File: config.mk
export PLATFORM = sky130hd
export DESIGN_NAME = syn_weight_updater
export DESIGN_NICKNAME = d
export VERILOG_FILES = /design/src/rtl/syn_weight_updater.sv
export SDC_FILE = /design/constraint.sdc
export NUM_CORES = 1
export LEC_CHECK = 0
export ABC_CLOCK_PERIOD_IN_PS = 6200
export CAP_MARGIN = 20
export CORE_ASPECT_RATIO = 0.8
export CORE_MARGIN = 3
export CORE_UTILIZATION = 50
export DETAILED_ROUTE_END_ITERATION = 10
export GPL_TIMING_DRIVEN = 0
export HOLD_SLACK_MARGIN = 0.1
export PLACE_DENSITY = 0.85
export SLEW_MARGIN = 15
export SYNTH_ARGS = -nofsm -noshare
export SYNTH_HDL_FRONTEND = slang
export SYNTH_SLANG_ARGS = --single-unit
File: constraint.sdc
create_clock -name CK -period 6.2 [get_ports CK]
set_clock_uncertainty 0.2 [all_clocks]
set_input_delay 1.86 -clock CK [delete_from_list [all_inputs] [get_ports CK]]
set_output_delay 1.86 -clock CK [all_outputs]
set_load 0.05 [all_outputs]
File: src/rtl/syn_weight_updater.sv
// -----------------------------------------------------------------------------
// syn_weight_updater
//
// Purpose: read-modify-write engine for a synaptic weight SRAM. Each accepted
// request reads one SRAM word and adds or subtracts a step to the weights
// selected by the mask. It writes the word back and then pulses UPD_DONE. The
// SRAM is assumed to have a 1-cycle registered read: data for a read issued in
// READ is presented on SRAM_Q during WAIT.
//
// Configuration macro: SYN_WEIGHT_SAT_EN
//   defined   -> updated weights clamp to [0, 2^WEIGHT_WIDTH-1]
//   undefined -> updated weights wrap modulo 2^WEIGHT_WIDTH
//
// Ports:
//   CK          clock, rising edge
//   RST_N       asynchronous active-low reset
//   UPD_VALID   request valid
//   UPD_READY   block can accept a request (high only in IDLE)
//   UPD_ADDR    target word address
//   UPD_MASK    per-synapse update enable (NSYN bits)
//   UPD_DIR     1 = potentiate (add), 0 = depress (subtract)
//   UPD_STEP    unsigned step magnitude
//   UPD_DONE    one-cycle pulse per completed request
//   SRAM_CS     SRAM chip select
//   SRAM_WE     SRAM write enable (only ever high together with SRAM_CS)
//   SRAM_A      SRAM word address
//   SRAM_D      SRAM write data
//   SRAM_Q      SRAM read data
//   DBG_STATE   current FSM state (IDLE=0 READ=1 WAIT=2 WRITE=3 DONE=4)
//
// Handshake: a request transfers on a rising edge where UPD_VALID and
// UPD_READY are both high. UPD_READY is high only in IDLE, and request inputs
// are ignored in all other states. UPD_VALID may stay high across requests.
// In that case one request is taken for each cycle in which UPD_READY is high.
// -----------------------------------------------------------------------------
module syn_weight_updater #(
   parameter int ADDR_WIDTH   = 8,
   parameter int DATA_WIDTH   = 32,
   parameter int WEIGHT_WIDTH = 4
) (
   input  logic                               CK,
   input  logic                               RST_N,
   input  logic                               UPD_VALID,
   output logic                               UPD_READY,
   input  logic [ADDR_WIDTH-1:0]              UPD_ADDR,
   input  logic [DATA_WIDTH/WEIGHT_WIDTH-1:0] UPD_MASK,
   input  logic                               UPD_DIR,
   input  logic [WEIGHT_WIDTH-1:0]            UPD_STEP,
   output logic                               UPD_DONE,
   output logic                               SRAM_CS,
   output logic                               SRAM_WE,
   output logic [ADDR_WIDTH-1:0]              SRAM_A,
   output logic [DATA_WIDTH-1:0]              SRAM_D,
   input  logic [DATA_WIDTH-1:0]              SRAM_Q,
   output logic [2:0]                         DBG_STATE
);

   localparam int NSYN = DATA_WIDTH / WEIGHT_WIDTH;

   typedef enum logic [2:0] {
      S_IDLE  = 3'd0,
      S_READ  = 3'd1,
      S_WAIT  = 3'd2,
      S_WRITE = 3'd3,
      S_DONE  = 3'd4
   } state_t;

   state_t                  state_q, state_d;
   logic                    ready_q, ready_d;
   logic                    done_q,  done_d;
   logic                    cs_q,    cs_d;
   logic                    we_q,    we_d;
   logic [DATA_WIDTH-1:0]   wdata_q, wdata_d;
   logic [ADDR_WIDTH-1:0]   addr_q,  addr_d;
   logic [NSYN-1:0]         mask_q,  mask_d;
   logic                    dir_q,   dir_d;
   logic [WEIGHT_WIDTH-1:0] step_q,  step_d;

   logic                    accept;
   logic [DATA_WIDTH-1:0]   new_word;

   // One synapse update. The sum is taken one bit wider than a weight, so
   // bit WEIGHT_WIDTH flags an add overflow or a subtract borrow.
   function automatic logic [WEIGHT_WIDTH-1:0] upd_weight(
      input logic [WEIGHT_WIDTH-1:0] w,
      input logic [WEIGHT_WIDTH-1:0] s,
      input logic                    up
   );
      logic [WEIGHT_WIDTH:0] r;
      r = up ? ({1'b0, w} + {1'b0, s}) : ({1'b0, w} - {1'b0, s});
`ifdef SYN_WEIGHT_SAT_EN
      if (r[WEIGHT_WIDTH])
         upd_weight = up ? {WEIGHT_WIDTH{1'b1}} : {WEIGHT_WIDTH{1'b0}};
      else
         upd_weight = r[WEIGHT_WIDTH-1:0];
`else
      upd_weight = r[WEIGHT_WIDTH-1:0];
`endif
   endfunction

   // Updated word, built from SRAM_Q while it is valid (WAIT). Masked-off
   // synapses pass through untouched.
   always_comb begin
      new_word = SRAM_Q;
      for (int k = 0; k < NSYN; k++) begin
         if (mask_q[k])
            new_word[k*WEIGHT_WIDTH +: WEIGHT_WIDTH] =
               upd_weight(SRAM_Q[k*WEIGHT_WIDTH +: WEIGHT_WIDTH], step_q, dir_q);
      end
   end

   always_comb begin
      state_d = state_q;
      addr_d  = addr_q;
      mask_d  = mask_q;
      dir_d   = dir_q;
      step_d  = step_q;
      wdata_d = wdata_q;
      accept  = ready_q & UPD_VALID;

      case (state_q)
         S_IDLE: begin
            if (accept) begin
               addr_d  = UPD_ADDR;
               mask_d  = UPD_MASK;
               dir_d   = UPD_DIR;
               step_d  = UPD_STEP;
               // An empty mask changes nothing, so the SRAM is skipped.
               state_d = (UPD_MASK != '0) ? S_READ : S_DONE;
            end
         end
         S_READ:  state_d = S_WAIT;
         S_WAIT: begin
            wdata_d = new_word;
            state_d = S_WRITE;
         end
         S_WRITE: state_d = S_DONE;
         S_DONE:  state_d = S_IDLE;
         default: state_d = S_IDLE;
      endcase

      // Outputs are decoded from the next state so that they are registered
      // and line up exactly with the state they belong to.
      ready_d = (state_d == S_IDLE);
      done_d  = (state_d == S_DONE);
      cs_d    = (state_d == S_READ) || (state_d == S_WRITE);
      we_d    = (state_d == S_WRITE);
   end

   always_ff @(posedge CK or negedge RST_N) begin
      if (!RST_N) begin
         state_q <= S_IDLE;
         ready_q <= 1'b0;
         done_q  <= 1'b0;
         cs_q    <= 1'b0;
         we_q    <= 1'b0;
         wdata_q <= '0;
         addr_q  <= '0;
         mask_q  <= '0;
         dir_q   <= 1'b0;
         step_q  <= '0;
      end else begin
         state_q <= state_d;
         ready_q <= ready_d;
         done_q  <= done_d;
         cs_q    <= cs_d;
         we_q    <= we_d;
         wdata_q <= wdata_d;
         addr_q  <= addr_d;
         mask_q  <= mask_d;
         dir_q   <= dir_d;
         step_q  <= step_d;
      end
   end

   assign UPD_READY = ready_q;
   assign UPD_DONE  = done_q;
   assign SRAM_CS   = cs_q;
   assign SRAM_WE   = we_q;
   assign SRAM_A    = addr_q;
   assign SRAM_D    = wdata_q;
   assign DBG_STATE = state_q;

endmodule

Yosys cells after proc, flatten, opt, wreduce, memory -nomap -nowiden
Cells that the tools add are included.
{"block": "classes", "n_addsub": 16, "reduce_logical": 5, "n_mux": 19, "bitwise": 1, "n_eq_ne": 6}
{"op": "$mux 4", "n": 16}
{"op": "$add 4x4->4", "n": 8}
{"op": "$sub 4x4->4", "n": 8}
{"op": "$pmux 3 s4", "n": 1}
{"op": "$eq 3x2->1 const B", "n": 3}
{"op": "$reduce_bool 8->1", "n": 1}
{"op": "$eq 3x1->1 const B", "n": 2}
{"op": "$logic_not 3->1", "n": 2}
{"op": "$mux 3", "n": 2}
{"op": "$eq 3x3->1 const B", "n": 1}
{"op": "$reduce_and 2->1", "n": 1}
{"op": "$and 1x1->1", "n": 1}
{"op": "$logic_or 1x1->1", "n": 1}
{"block": "totals", "in_bits": 56, "word_cells": 57, "ff_bits": 60, "out_inout_bits": 47}

Longest topological paths before layout
Gate-level depths: netlist of the first run.
{"block": "logic_depth", "ltp_word": 6, "ltp_mapped": 9, "depth_no_buf": 9}

Least setup slack after synthesis of the first run
No wires, ideal clock.
{"block": "synth_timing", "path_kind": "input-to-reg", "startpoint": "input port UPD_VALID", "endpoint": "register addr_q[0], in the netlist SRAM_A[0]", "path_stages": 4, "t_arrival_ns": 3.210, "path_buffers": 1, "setup_slack_ns": 2.665, "required_ns": 5.875, "path_cell_list": "nand2_1 > nor4_1 > clkbuf_1 > mux2_2"}
{"block": "synth_between", "elab_chain_cells": 2}
{"item": "start, declared", "line_no": "43", "source": "input logic UPD_VALID,"}
{"item": "$and 1x1->1", "line_no": "119", "source": "accept = ready_q & UPD_VALID;"}
{"item": "$reduce_and 2->1 (no source line)"}
{"item": "end signal, assigned", "line_no": "169", "source": "addr_q <= addr_d;"}
{"item": "end, declared", "line_no": "74", "source": "logic [ADDR_WIDTH-1:0] addr_q, addr_d;"}
Every way passes these cells.
A chain may end at the register's enable or synchronous reset.

Worst setup path after layout of the first run
{"block": "layout_timing", "startpoint": "input port UPD_VALID", "endpoint": "register addr_q[2], in the netlist SRAM_A[2]"}
Same word-level chain as after synthesis.

==> impl_results.md, run 1 <==
* Synth warn at 0
* Setup violators final at 0
* TritonCTS Buffers at 9
* First-pass GRT wire length at around 14000 um
* Total track usage at between 20% and 30%
* Root Buffer: clkbuf_8
* Clk sinks at 60
* Tmin final at a little over 4 ns
* Worst setup SP type: input port
* Io pins at between 100 and 150
* Diodes inserted at 0
* Sequential area share after synthesis at 45.9%
* Worst-path clk slew at ~0.06 ns
* Final #Nets at 515
* CTS Buffer Depth at 2
* First-pass DRT Iterations at 4
* Hpwl dp at 6520 um
* First DRT Iteration DRCs at 181
* Hold Slack at approximately 0.28 ns
* Largest family of logic cells by synthesized area: adder cells
* Die area at approximately 7600 um2
* Syn Nets at 402
* Port Buffers at about 100
* Part of the cycle the worst path needs at roughly 65%
* Gpl congestion at 0.835
* Synth top area cells: dfrtp_1 (46%), ha_1 (9.6%), o21ai_0 (5.4%), fa_1 (4.9%), mux2i_1 (4.9%)
* Post-synthesis adder-cell area fraction at roughly 14%
* Fraction of layout cells with a size suffix above 1 at ~6.3%
* Post-CTS sizing at 0
* Initial antenna violation count at 0
* Share of the synthesized area in the top cell type at 45.9%
* Worst Hold Class: reg -> reg
* Max-slew headroom at between 30 and 40%
* Gate Count Post-Synth at 313
* Vias/cell at ~5.4
* TNS Setup at 0 ns
* Hold Fails Final Rpt at 0
* Max-slew violation count at 0
* Placed cells at 496
* Setup CP Type: in -> reg
* H-tree levels at 3
* # hold bufs at CTS at 0
* Worst Max-Slew Pin Slew at 0.979 ns
* Core area at about 6100 um2
* Fmax at around 0.25 GHz
* Total setup buffers inserted after CTS at 0
* Compound-cell area share of the yosys netlist at 13.6%
* Post-synth top area cell: dfrtp_1
* Commonest non-fill, non-tap cell in the layout: clkdlybuf4s50_1
* Critical path endpoint category: flop
* Multiplexer area fraction after synthesis at a little under a tenth
* Status: complete, no violations
* Total of max-cap violations at 0
* Routed length per instance at around 17 um
* DRC viols at 0
* Post-synthesis instance area at between 3000 and 4000 um2
* Skew-Pair Late Insertion Delay at between 0.3 and 0.4 ns
* Remaining Overflow, GRT at 0
* Die H at a little under 80 um
* RSZ-0062 raised after global routing: false
* Via count at between 2000 and 3000
* Synth Area in Simple Gates at under 10%
* WP data arrival at about 4.1 ns
* Largest net degree at the start of global routing at 61
* Commonest non-fill, non-tap cells in the layout: clkdlybuf4s50_1 (101), dfrtp_1 (60), o21ai_0 (35)
* Non-Filler Instances at roughly 510
* Post-route ant nets at 0
* P&R area growth vs syn at 39.4%
* Routed WL at about 8700 um
* Std-Cell Rows at 25
* Initial Util at between 50% and 60%
* Worst EP required at a little over 6 ns
* Synth unique cells at 22
* Post-Syn Area per Cell at between 10 and 15 um2
* Number of synthesized register bits at 60
* FILL cells at 458
* Xor/xnor cell area share of the yosys netlist at under 10%
* CTS tree: built
* Vias in the first global route at 2842
* Max FO, Critical Path at 10
* DIE WIDTH at 96.4 um
sequential cells by signal (all words and copies together) (netlist names):
| register | flops |
|---|---|
| SRAM_D | 32 |
| SRAM_A | 8 |
| mask_q | 8 |
| step_q | 4 |
| DBG_STATE | 3 |
| SRAM_CS | 1 |
| SRAM_WE | 1 |
| UPD_DONE | 1 |
| UPD_READY | 1 |
| dir_q | 1 |
kinds of logic (layout without fill, tap and decap cells):
family,count (synthesis),in the layout
fa+ha+maj,33,33
compound gates,79,79
xor+xnor,18,18
simple gates,74,74
flops,60,60
buf+inv,21,138
mux,28,28
metrics by stage:
step | util [%] | cell area (um2) | setup slack, ns
2_1_floorplan | - | 3270 | 2.66
3_3_place_gp | 71.6 | 4390 | 1.18
3_5_place_dp | 71.6 | 4390 | 1.82
4_1_cts | 74.3 | 4560 | 2.18
5_1_grt | 74.3 | 4560 | 2.00
6_report | 74.3 | 4560 | 2.17
cells in the mapped netlist, drive strengths merged:
cell,count
dfrtp,60
o21ai,35
nor2,33
nand2,27
a21oi,25
ha,25
xnor2,17
mux2i,16
inv,12
mux2,12
a21o,9
clkbuf,9
or3,9
a31oi,8
fa,8
or4,2
a211oi,1
a22oi,1
and2,1
nor4,1
nor4b,1
xor2,1
area by class of cell:
class / instances / area [um2] / area share [%]
multi-input combinational: 232 / 1690 / 37.1
sequential: 60 / 1500 / 32.9
timing repair buffer: 102 / 1020 / 22.3
clock buffer: 13 / 159 / 3.49
tap: 81 / 101 / 2.22
inverter: 12 / 45.0 / 0.988
buffer: 9 / 33.8 / 0.741
clock inverter: 2 / 10.0 / 0.220
per-layer routing:
layer	vias up	share of wire, %	global-route usage (%)
li1	1323	-	-
met1	1342	40	31.7
met2	103	51	40.6
met3	7	8.8	8.05
met4	0	0.94	5.32
met5	-	0	0
critical path, stage by stage:
cell and delay (ns):
clkdlybuf4s50_1 0.45, nand2_1 0.06, nor4_1 0.75, clkbuf_1 0.52, mux2_2 0.41
final timing paths:
path,slack [ns],end,start,depth (start not counted)
worst max-delay path,2.17,SRAM_A[2],UPD_VALID,5
worst min-delay path,0.28,SRAM_D[30],SRAM_D[30],2
worst max register to register,2.82,SRAM_D[7],step_q[0],9
worst min register to register,0.28,SRAM_D[30],SRAM_D[30],2
max in group asynchronous,3.89,SRAM_A[3],RST_N,1
min in group asynchronous,1.40,SRAM_D[31],RST_N,1
Power of run 1 is left out: the tool's default activity adds up to more than one toggle a clock period on the data nets, which glitch-free logic cannot reach.
==> run 2, diff against run 1 <==
--- a/config.mk
+++ b/config.mk
@@ -5,15 +5,15 @@
 export SDC_FILE = /design/constraint.sdc
 export NUM_CORES = 1
 export LEC_CHECK = 0
-export ABC_CLOCK_PERIOD_IN_PS = 6200
+export ABC_CLOCK_PERIOD_IN_PS = 3500
 export CAP_MARGIN = 20
 export CORE_ASPECT_RATIO = 0.8
 export CORE_MARGIN = 3
-export CORE_UTILIZATION = 50
+export CORE_UTILIZATION = 42
 export DETAILED_ROUTE_END_ITERATION = 10
 export GPL_TIMING_DRIVEN = 0
 export HOLD_SLACK_MARGIN = 0.1
-export PLACE_DENSITY = 0.85
+export PLACE_DENSITY = 0.76
 export SLEW_MARGIN = 15
 export SYNTH_ARGS = -nofsm -noshare
 export SYNTH_HDL_FRONTEND = slang
==> constraint.sdc (replaced) <==
create_clock -name CK -period 3.5 [get_ports CK]
set_clock_uncertainty 0.2 [all_clocks]
set_input_delay 1.05 -clock CK [delete_from_list [all_inputs] [get_ports CK]]
set_output_delay 1.05 -clock CK [all_outputs]
set_load 0.05 [all_outputs]
==> impl_results.md, run 2 (synthesized netlist as in run 1, its figures left out) <==
* Placed inst area at 4450 um2 (+1.3%)
* RSZ-0062 raised after global routing: false
* Total track usage at 20.4% (-4.3 points)
* First-pass DRT Iterations at 4 (unchanged)
* Worst EP required at 3.51 ns (-2.71 ns)
* WP buf/inv at 2 (unchanged)
* CP Cell Sequence: clkdlybuf4s50_1, nand2_1, nor4_1, clkbuf_1, mux2_2
* Total of max-cap violations at 0 (unchanged)
* Final core occ at 62.1% (-12 points)
* Slowest cell delay on critical path at 0.81 ns (+0.06 ns)
* Hpwl dp at 6400 um (-1.9%)
* Worst Hold Class: reg -> reg
* Hold Slack at 0.277 ns (-0.00488 ns)
* Critical Path Slowest Stage Cell: nor4_1
* Remaining Overflow, GRT at 0 (unchanged)
* Io pins at 103 (unchanged)
* Reg2reg setup slack at 0.26 ns (-2.56 ns)
* Final #Nets at 516 (+0.19%)
* Post-route ant nets at 0 (unchanged)
* P&R area growth vs syn at 41.8%
* Reg2reg end: SRAM_D[27]
* FILL cells at 652 (+42%)
* Worst-path clk slew at 0.07 ns (about the same)
* Worst hold path cell count at 2 (unchanged)
* Status: complete, no violations
* Max reg flops at 32 (unchanged)
* Fraction of layout cells with a size suffix above 1 at 7.18% (+0.90 points)
* Skew-Pair Late Insertion Delay at 0.33 ns (about the same)
* Worst setup SP type: input port
* Commonest non-fill, non-tap cells in the layout: clkdlybuf4s50_1 (101), dfrtp_1 (60), o21ai_0 (35)
* TritonCTS Buffers at 9 (unchanged)
* DIE WIDTH at 105 um (+8.5%)
* Port Buffers at 102 (unchanged)
* Setup violators final at 0 (unchanged)
* Core area at 7460 um2 (+22%)
* Min-delay src: SRAM_D[30]
* Worst Max-Slew Pin Slew at 1.06 ns (+0.0818 ns)
* Worst Hold Path EP: SRAM_D[30]
* Die H at 84.9 um (+8.4%)
* Setup CP Type: in -> reg
* Vias in the first global route at 2801 (-1.4%)
* First DRT Iteration DRCs at 72 (-60%)
* Routed WL at 8620 um (-1.1%)
* Reg-to-reg startpoint: step_q[0]
* Die area at 8890 um2 (+18%)
* Initial antenna violation count at 0 (unchanged)
* Root Buffer: clkbuf_8
* Routed length per instance at 16.1 um (-5.9%)
* Post-route design area at 4640 um2 (+1.7%)
* Top delay family on crit path: buffers and inverters
* Max-slew headroom at 28.6% (-5.5 points)
* First-pass GRT wire length at 14100 um (+1.2%)
* DRC viols at 0 (unchanged)
* Diodes inserted at 0 (unchanged)
* CTS tree: built
* Fmax at ~0.31 GHz
* Tmin final at 3.27 ns
* Largest net degree at the start of global routing at 58 (-4.9%)
* Critical path endpoint category: flop
* Commonest non-fill, non-tap cell in the layout: clkdlybuf4s50_1
* Worst Reg-to-Reg Cells at 9 (unchanged)
* WP data arrival at 3.29 ns (-0.76 ns)
* H-tree levels at 3 (unchanged)
* Std-Cell Rows at 28 (+12%)
* Initial Util at 43.8% (-9.5 points)
* Gpl congestion at 0.780 (-6.6%)
* Via count at 2747 (-1.0%)
* Clk sinks at 60 (unchanged)
* Vias/cell at 5.12 (-5.8%)
* Hold Fails Final Rpt at 0 (unchanged)
* Part of the cycle the worst path needs at between 90 and 100%
* Max-slew violation count at 0 (unchanged)
* CTS Buffer Depth at 2 (unchanged)
* Max FO, Critical Path at 10 (unchanged)
* Total setup buffers inserted after CTS at 0 (unchanged)
-- run 2: changes by cell type in the layout (fill, tap and decap cells not counted), sizes merged --
cell,change
bufinv,+1
clkinv,+3
clkbuf,-3
buf,+1
-- run 2: worst max path at each step --
stage	from	end	slack, ns	depth (start not counted)
detailed placement	UPD_VALID	SRAM_A[2]	-0.09	5
CTS	UPD_VALID	SRAM_A[2]	0.28	5
global placement	RST_N	SRAM_A[1]	-0.83	1
floorplan	UPD_VALID	SRAM_A[0]	0.77	4
finish	UPD_VALID	SRAM_A[2]	0.23	5
global route	step_q[0]	SRAM_D[27]	0.02	9
-- run 2: layout make-up --
cell class	instances	area [um2]	share of cell area (%)
repair buffers	103	1050	22.6
clock inverters	6	55.1	1.19
plain buffers	9	33.8	0.729
well taps	105	131	2.83
flip-flops and latches	60	1500	32.4
multi-input cells	232	1700	36.6
inverters	12	45.0	0.971
clock buffers	10	128	2.75
-- run 2: worst reg2reg max path: stages (launching register included) --
cell	delay [ns]
dfrtp_1	0.71
inv_1	0.14
ha_1	0.22
nor2_1	0.18
xor2_2	0.55
ha_1	0.39
a21oi_1	0.19
xnor2_1	0.09
or3_1	0.33
a31oi_1	0.17
-- run 2: per-stage QoR --
step	TNS, ns	cells	setup slack, ns
2_1_floorplan	0	313	0.775
3_3_place_gp	-50.24	520	-0.833
3_5_place_dp	-0.662	521	-0.0888
4_1_cts	0	537	0.283
5_1_grt	0	537	0.0174
6_report	0	537	0.229
-- run 2: layer usage --
metal / up-vias / GRT usage (%) / wire [um]
li1: 1321 / - / -
met1: 1332 / 25.6 / 3800
met2: 86 / 33.4 / 4250
met3: 8 / 5.63 / 490
met4: 0 / 8.58 / 85
met5: - / 0 / 0
-- run 2: timing repair --
item	CTS	global route
hold buffers	0	0
gates resized for setup	1	0
endpoints found under the setup margin	6	0
Power of run 2 is left out for the same reason.
